`config.mk`:
```
export PLATFORM = sky130hd
export DESIGN_NAME = vblank_update_scheduler
export DESIGN_NICKNAME = d
export VERILOG_FILES = /design/src/rtl/vblank_update_scheduler.sv
export SDC_FILE = /design/constraint.sdc
export NUM_CORES = 1
export LEC_CHECK = 0
export ABC_CLOCK_PERIOD_IN_PS = 1970
export CORE_ASPECT_RATIO = 0.8
export CORE_MARGIN = 10
export CORE_UTILIZATION = 26
export CTS_CLUSTER_SIZE = 30
export DETAILED_ROUTE_END_ITERATION = 7
export SETUP_SLACK_MARGIN = 0.2
export SLEW_MARGIN = 40
export SYNTH_ARGS = -nofsm -noshare
export SYNTH_HDL_FRONTEND = slang
export SYNTH_SLANG_ARGS = --single-unit
export TNS_END_PERCENT = 10
```
`constraint.sdc`:
```
create_clock -name pixel_clk -period 1.97 [get_ports pixel_clk]
set_clock_uncertainty 0.05 [all_clocks]
set_input_delay 0.394 -clock pixel_clk [delete_from_list [all_inputs] [get_ports pixel_clk]]
set_output_delay 0.394 -clock pixel_clk [all_outputs]
set_load 0.005 [all_outputs]
```
`src/rtl/vblank_update_scheduler.sv`:
```
// vblank_update_scheduler: per-frame round-robin owner of the shared game-state commit port.
// Each requester gets at most one bounded grant per frame, and the starting slot rotates every frame.
module vblank_update_scheduler #(
  parameter int N_REQ  = 4,
  parameter int BUDGET = 1024,
  parameter int PTR_W  = 2,
  parameter int TMR_W  = 11
) (
  input  logic             pixel_clk,
  input  logic             reset,
  input  logic             frame_tick,
  input  logic [N_REQ-1:0] req,
  input  logic [N_REQ-1:0] done,
  input  logic             clr_status,
  output logic [N_REQ-1:0] grant,
  output logic [PTR_W-1:0] active_slot,
  output logic             busy,
  output logic             round_done,
  output logic [N_REQ-1:0] timeout_flags,
  output logic             frame_overrun
);

  typedef enum logic [1:0] {IDLE, SCAN, GRANT, FINISH} state_t;

  localparam logic [PTR_W-1:0] LAST_SLOT = PTR_W'(N_REQ - 1);
  localparam logic [TMR_W-1:0] TMR_LAST  = TMR_W'(BUDGET - 1);

  state_t           state_reg, state_next;
  logic [PTR_W-1:0] slot_reg, slot_next;
  logic [PTR_W-1:0] start_reg, start_next;
  logic [PTR_W-1:0] visited_reg, visited_next;
  logic [TMR_W-1:0] timer_reg, timer_next;
  logic [N_REQ-1:0] grant_reg, grant_next;
  logic [N_REQ-1:0] tflags_reg, tflags_next, tflag_set;
  logic             busy_reg, busy_next;
  logic             round_done_reg, round_done_next;
  logic             overrun_reg, overrun_next, overrun_set;
  logic             advance;

  logic [N_REQ-1:0] slot_onehot;
  logic             slot_req, slot_done;
  logic [PTR_W-1:0] slot_inc, start_inc;

  generate
    for (genvar gi = 0; gi < N_REQ; gi++) begin : g_slot_decode
      assign slot_onehot[gi] = (slot_reg == PTR_W'(gi));
    end
  endgenerate

  // Selecting through the one-hot keeps non-power-of-two N_REQ free of out-of-range indexing
  assign slot_req  = |(req & slot_onehot);
  assign slot_done = |(done & slot_onehot);
  assign slot_inc  = (slot_reg == LAST_SLOT) ? '0 : slot_reg + PTR_W'(1);
  assign start_inc = (start_reg == LAST_SLOT) ? '0 : start_reg + PTR_W'(1);

  always_comb begin
    state_next   = state_reg;
    slot_next    = slot_reg;
    start_next   = start_reg;
    visited_next = visited_reg;
    timer_next   = timer_reg;
    grant_next   = grant_reg;
    tflag_set    = '0;
    overrun_set  = 1'b0;
    advance      = 1'b0;

    unique case (state_reg)
      IDLE: begin
        if (frame_tick) begin
          state_next   = SCAN;
          slot_next    = start_reg;
          visited_next = '0;
        end
      end
      SCAN, GRANT: begin
        if (frame_tick) begin
          // Overrun wins over any done/timeout in the same cycle
          grant_next   = '0;
          overrun_set  = 1'b1;
          start_next   = start_inc;
          slot_next    = start_inc;
          visited_next = '0;
          state_next   = SCAN;
        end else if (state_reg == SCAN) begin
          if (slot_req) begin
            state_next = GRANT;
            grant_next = slot_onehot;
            timer_next = '0;
          end else begin
            advance = 1'b1;
          end
        end else begin
          timer_next = timer_reg + TMR_W'(1);
          if (slot_done) begin
            grant_next = '0;
            advance    = 1'b1;
          end else if (timer_reg == TMR_LAST) begin
            grant_next = '0;
            tflag_set  = slot_onehot;
            advance    = 1'b1;
          end
        end
      end
      FINISH: begin
        start_next = start_inc;
        if (frame_tick) begin
          state_next   = SCAN;
          slot_next    = start_inc;
          visited_next = '0;
        end else begin
          state_next = IDLE;
        end
      end
      default: state_next = IDLE;
    endcase

    if (advance) begin
      if (visited_reg == LAST_SLOT) begin
        state_next = FINISH;
      end else begin
        slot_next    = slot_inc;
        visited_next = visited_reg + PTR_W'(1);
        state_next   = SCAN;
      end
    end

    busy_next       = (state_next != IDLE);
    round_done_next = (state_next == FINISH);
    // A flag being set in the same cycle as clr_status survives the clear
    tflags_next     = (tflags_reg & ~{N_REQ{clr_status}}) | tflag_set;
    overrun_next    = (overrun_reg & ~clr_status) | overrun_set;
  end

  always_ff @(posedge pixel_clk) begin
    if (reset) begin
      state_reg      <= IDLE;
      slot_reg       <= '0;
      start_reg      <= '0;
      visited_reg    <= '0;
      timer_reg      <= '0;
      grant_reg      <= '0;
      tflags_reg     <= '0;
      busy_reg       <= 1'b0;
      round_done_reg <= 1'b0;
      overrun_reg    <= 1'b0;
    end else begin
      state_reg      <= state_next;
      slot_reg       <= slot_next;
      start_reg      <= start_next;
      visited_reg    <= visited_next;
      timer_reg      <= timer_next;
      grant_reg      <= grant_next;
      tflags_reg     <= tflags_next;
      busy_reg       <= busy_next;
      round_done_reg <= round_done_next;
      overrun_reg    <= overrun_next;
    end
  end

  assign grant         = grant_reg;
  assign active_slot   = slot_reg;
  assign busy          = busy_reg;
  assign round_done    = round_done_reg;
  assign timeout_flags = tflags_reg;
  assign frame_overrun = overrun_reg;

endmodule
```
==> impl_metrics.json <==
{
  "failed_checks": "setup timing",
  "maxCapViolations": 0,
  "dp_hpwl_microns": 3010,
  "required_ps": 2120,
  "cpPeakStageDelay_ps": 390,
  "worst-setup-path-type": "register to register",
  "synthTopCellsByCount": "dfxtp_1, nor2_1, a21oi_1, nand2_1",
  "synth_edf_count": 0,
  "combPwrFrac_pct": 21.7,
  "post-route-period-util_pct": 101,
  "numCtsBuffers": 5,
  "multiInputGateArea_sq_um": 971,
  "final_cell_area_sq_um": 2240,
  "largest_reg_flops": 11,
  "syn_to_final_growth_pct": 48.3,
  "intPower_w": 0.00108,
  "hold_depth": 1,
  "synth_cell_types": 38,
  "die_width_microns": 105,
  "max_freq_mhz": 502,
  "holdWs_ps": 421,
  "synth_warnings": 0,
  "firstDrtPassIters": 4,
  "ant_nets": 0,
  "synth_top_area_share_pct": 39.8,
  "finalCriticalPeriod_ps": 1990,
  "pwr-share-seq_pct": 43.5,
  "antenna_found_initial": 0,
  "die_height_microns": 88.2,
  "fp.dieArea_sq_um": 9280,
  "ys.flop_type": "dfxtp_1",
  "gr-max-usage-layer": "met2",
  "yosysSeqAreaShare_pct": 39.8,
  "row_count": 24,
  "synth_nets": 194,
  "port_buffers": 24,
  "wire_per_inst_microns": 13.0,
  "cts_tree": "built",
  "rsz0062_at_grt": "true",
  "grt_max_degree": 13,
  "crit_family": "compound AO/OA/AOI/OAI gates",
  "power_w": 0.00148,
  "drtIter0Drc": 85,
  "vias": 1367,
  "p_leak_nw": 0.878,
  "clkTransAtPathRegs_ps": 60,
  "final-setup-viol-count": 2,
  "hold_buffers": 0,
  "syn_inst": 172,
  "grt_pass1_vias": 1459,
  "diodes": 0,
  "p_sw_share_pct": 27.4,
  "met1_usage_pct": 11.0,
  "status": "complete, but fails checks",
  "gp_congestion": 0.795,
  "clkPwrFrac_pct": 34.8,
  "cts_buffer_depth": 2,
  "met2_usage_pct": 13.9,
  "yosysTopAreaCell": "dfxtp_1",
  "cp_max_fo": 6,
  "worst-path-buf-inv": 2,
  "htreeDepth": 2,
  "vias_per_cell": 4.47,
  "async_flop_share_pct": 0,
  "hold_violations": 0,
  "hp-class": "register to register",
  "finalWirelength_microns": 3970,
  "grt_usage_pct": 8.92,
  "syn_avg_cell_area_sq_um": 8.78,
  "cts_root_buffer": "clkbuf_8",
  "core_area_sq_um": 5530,
  "met3_usage_pct": 3.30,
  "worst-path-stages": 8,
  "setup_slack_ps": -23.8,
  "max-vdd-ir-drop_uv": 317,
  "synth_most_common_cell": "dfxtp_1",
  "finish.net_count": 249,
  "maxSlewHeadroom_pct": 74.3,
  "tns_ps": -44.9,
  "grt_overflow": 0,
  "power_density_nw_per_um2": 663,
  "grt_first_pass_wirelength_microns": 6760,
  "start_util_pct": 27.3,
  "syn_area_sq_um": 1510,
  "drive_above_1_share_pct": 24.1,
  "r2r_cells": 8,
  "worst_pin_slew_ps": 386,
  "dpl_cell_area_sq_um": 2050,
  "insertion_delay_ps": 290,
  "drv_slew": 0,
  "start_kind": "register",
  "crit_slowest_cell": "dfxtp_4",
  "power_switching_w": 0.000407,
  "cts_sinks": 30,
  "ios": 25,
  "fillers": 584,
  "path_cells": "inv_4 > ha_4 > buf_4 > a22oi_2 > a21bo_2 > o211ai_2 > or3_1 > a21oi_1",
  "worstPathArrival_ps": 2150,
  "crit_path_end_kind": "register",
  "regArea_sq_um": 608,
  "ys_top_cells_by_area": "dfxtp_1, ha_1, nor2_1",
  "ys_ff_latch": 30,
  "route.detailed.drc": 0
}
[layout by cell type, fill, tap and decap left out, types with 2 or more instances in the layout]
cell type and count:
a21oi_1 12, a22oi_2 2, buf_4 28, clkbuf_8 6
clkdlybuf4s50_1 24, dfxtp_1 28, dfxtp_4 2, ha_1 6
ha_4 3, inv_1 4, mux2i_1 8, nand2_1 11
nand2b_1 5, nand3_1 10, nand4_1 2, nor2_1 26
nor2b_1 5, nor3_1 2, nor4_4 2, o211ai_1 2
o21ai_0 2, o21ai_1 2, or3_1 3, xnor2_1 5
xor2_1 4
[layout make-up]
type / instances / share of cell area, %
clock buffer: 7 / 3.85
timing repair buffer: 52 / 20.1
sequential: 30 / 27.2
inverter: 5 / 0.950
multi-input combinational: 133 / 43.4
tap: 78 / 4.36
clock inverter: 1 / 0.223
[power by group through the flow]
stage               Clock [W]  Sequential [W]  Combinational (W)
finish               0.000517        0.000646           0.000322
global route         0.000554        0.000649           0.000356
CTS                  0.000525        0.000645           0.000317
detailed placement          0        0.000659           0.000296
global placement            0        0.000658           0.000293
floorplan                   0        0.000656           0.000165
[routing by layer]
metal	vias up	share of wire (%)
li1	717	-
met1	620	51
met2	26	43
met3	4	5.4
met4	0	1.0
met5	-	0
[stage by stage]
stage | cells | utilization, % | setup slack [ps]
floorplan | 172 | - | 183
global placement | 293 | 37.1 | -146
detailed placement | 293 | 37.1 | -192
CTS | 305 | 40.1 | 1.38
global route | 306 | 40.5 | -120
finish | 306 | 40.5 | -23.8
[path summary, 6_finish.rpt]
kind	from	endpoint	slack, ps
max	active_slot[0]$_SDFF_PP0_	active_slot[0]$_SDFF_PP0_	-20
min	visited_reg[0]$_SDFF_PP0_	visited_reg[0]$_SDFF_PP0_	420
max reg2reg	active_slot[0]$_SDFF_PP0_	active_slot[0]$_SDFF_PP0_	-20
min reg2reg	visited_reg[0]$_SDFF_PP0_	visited_reg[0]$_SDFF_PP0_	420
[kinds of logic (layout without fill, tap and decap cells)]
| kind of cell | Yosys count | count (layout) | synth area share [%] |
|---|---|---|---|
| AND/OR/NAND/NOR | 75 | 75 | 25.5 |
| AO/OA/AOI/OAI | 31 | 31 | 13.7 |
| flip-flops | 30 | 30 | 39.8 |
| adder cells (fa/ha/maj) | 10 | 10 | 8.29 |
| XOR/XNOR | 9 | 9 | 5.22 |
| buffers and inverters | 9 | 65 | 2.24 |
| multiplexers | 8 | 8 | 5.30 |
[repair_timing]
action                                  in CTS  in global routing
resized for setup                           10                  2
endpoints found under the setup margin      16                 24
cloned                                       0                  0
pin swaps                                   14                 11
setup buffers                                4                  1
Note: power is estimated with default switching activity, not from simulation.
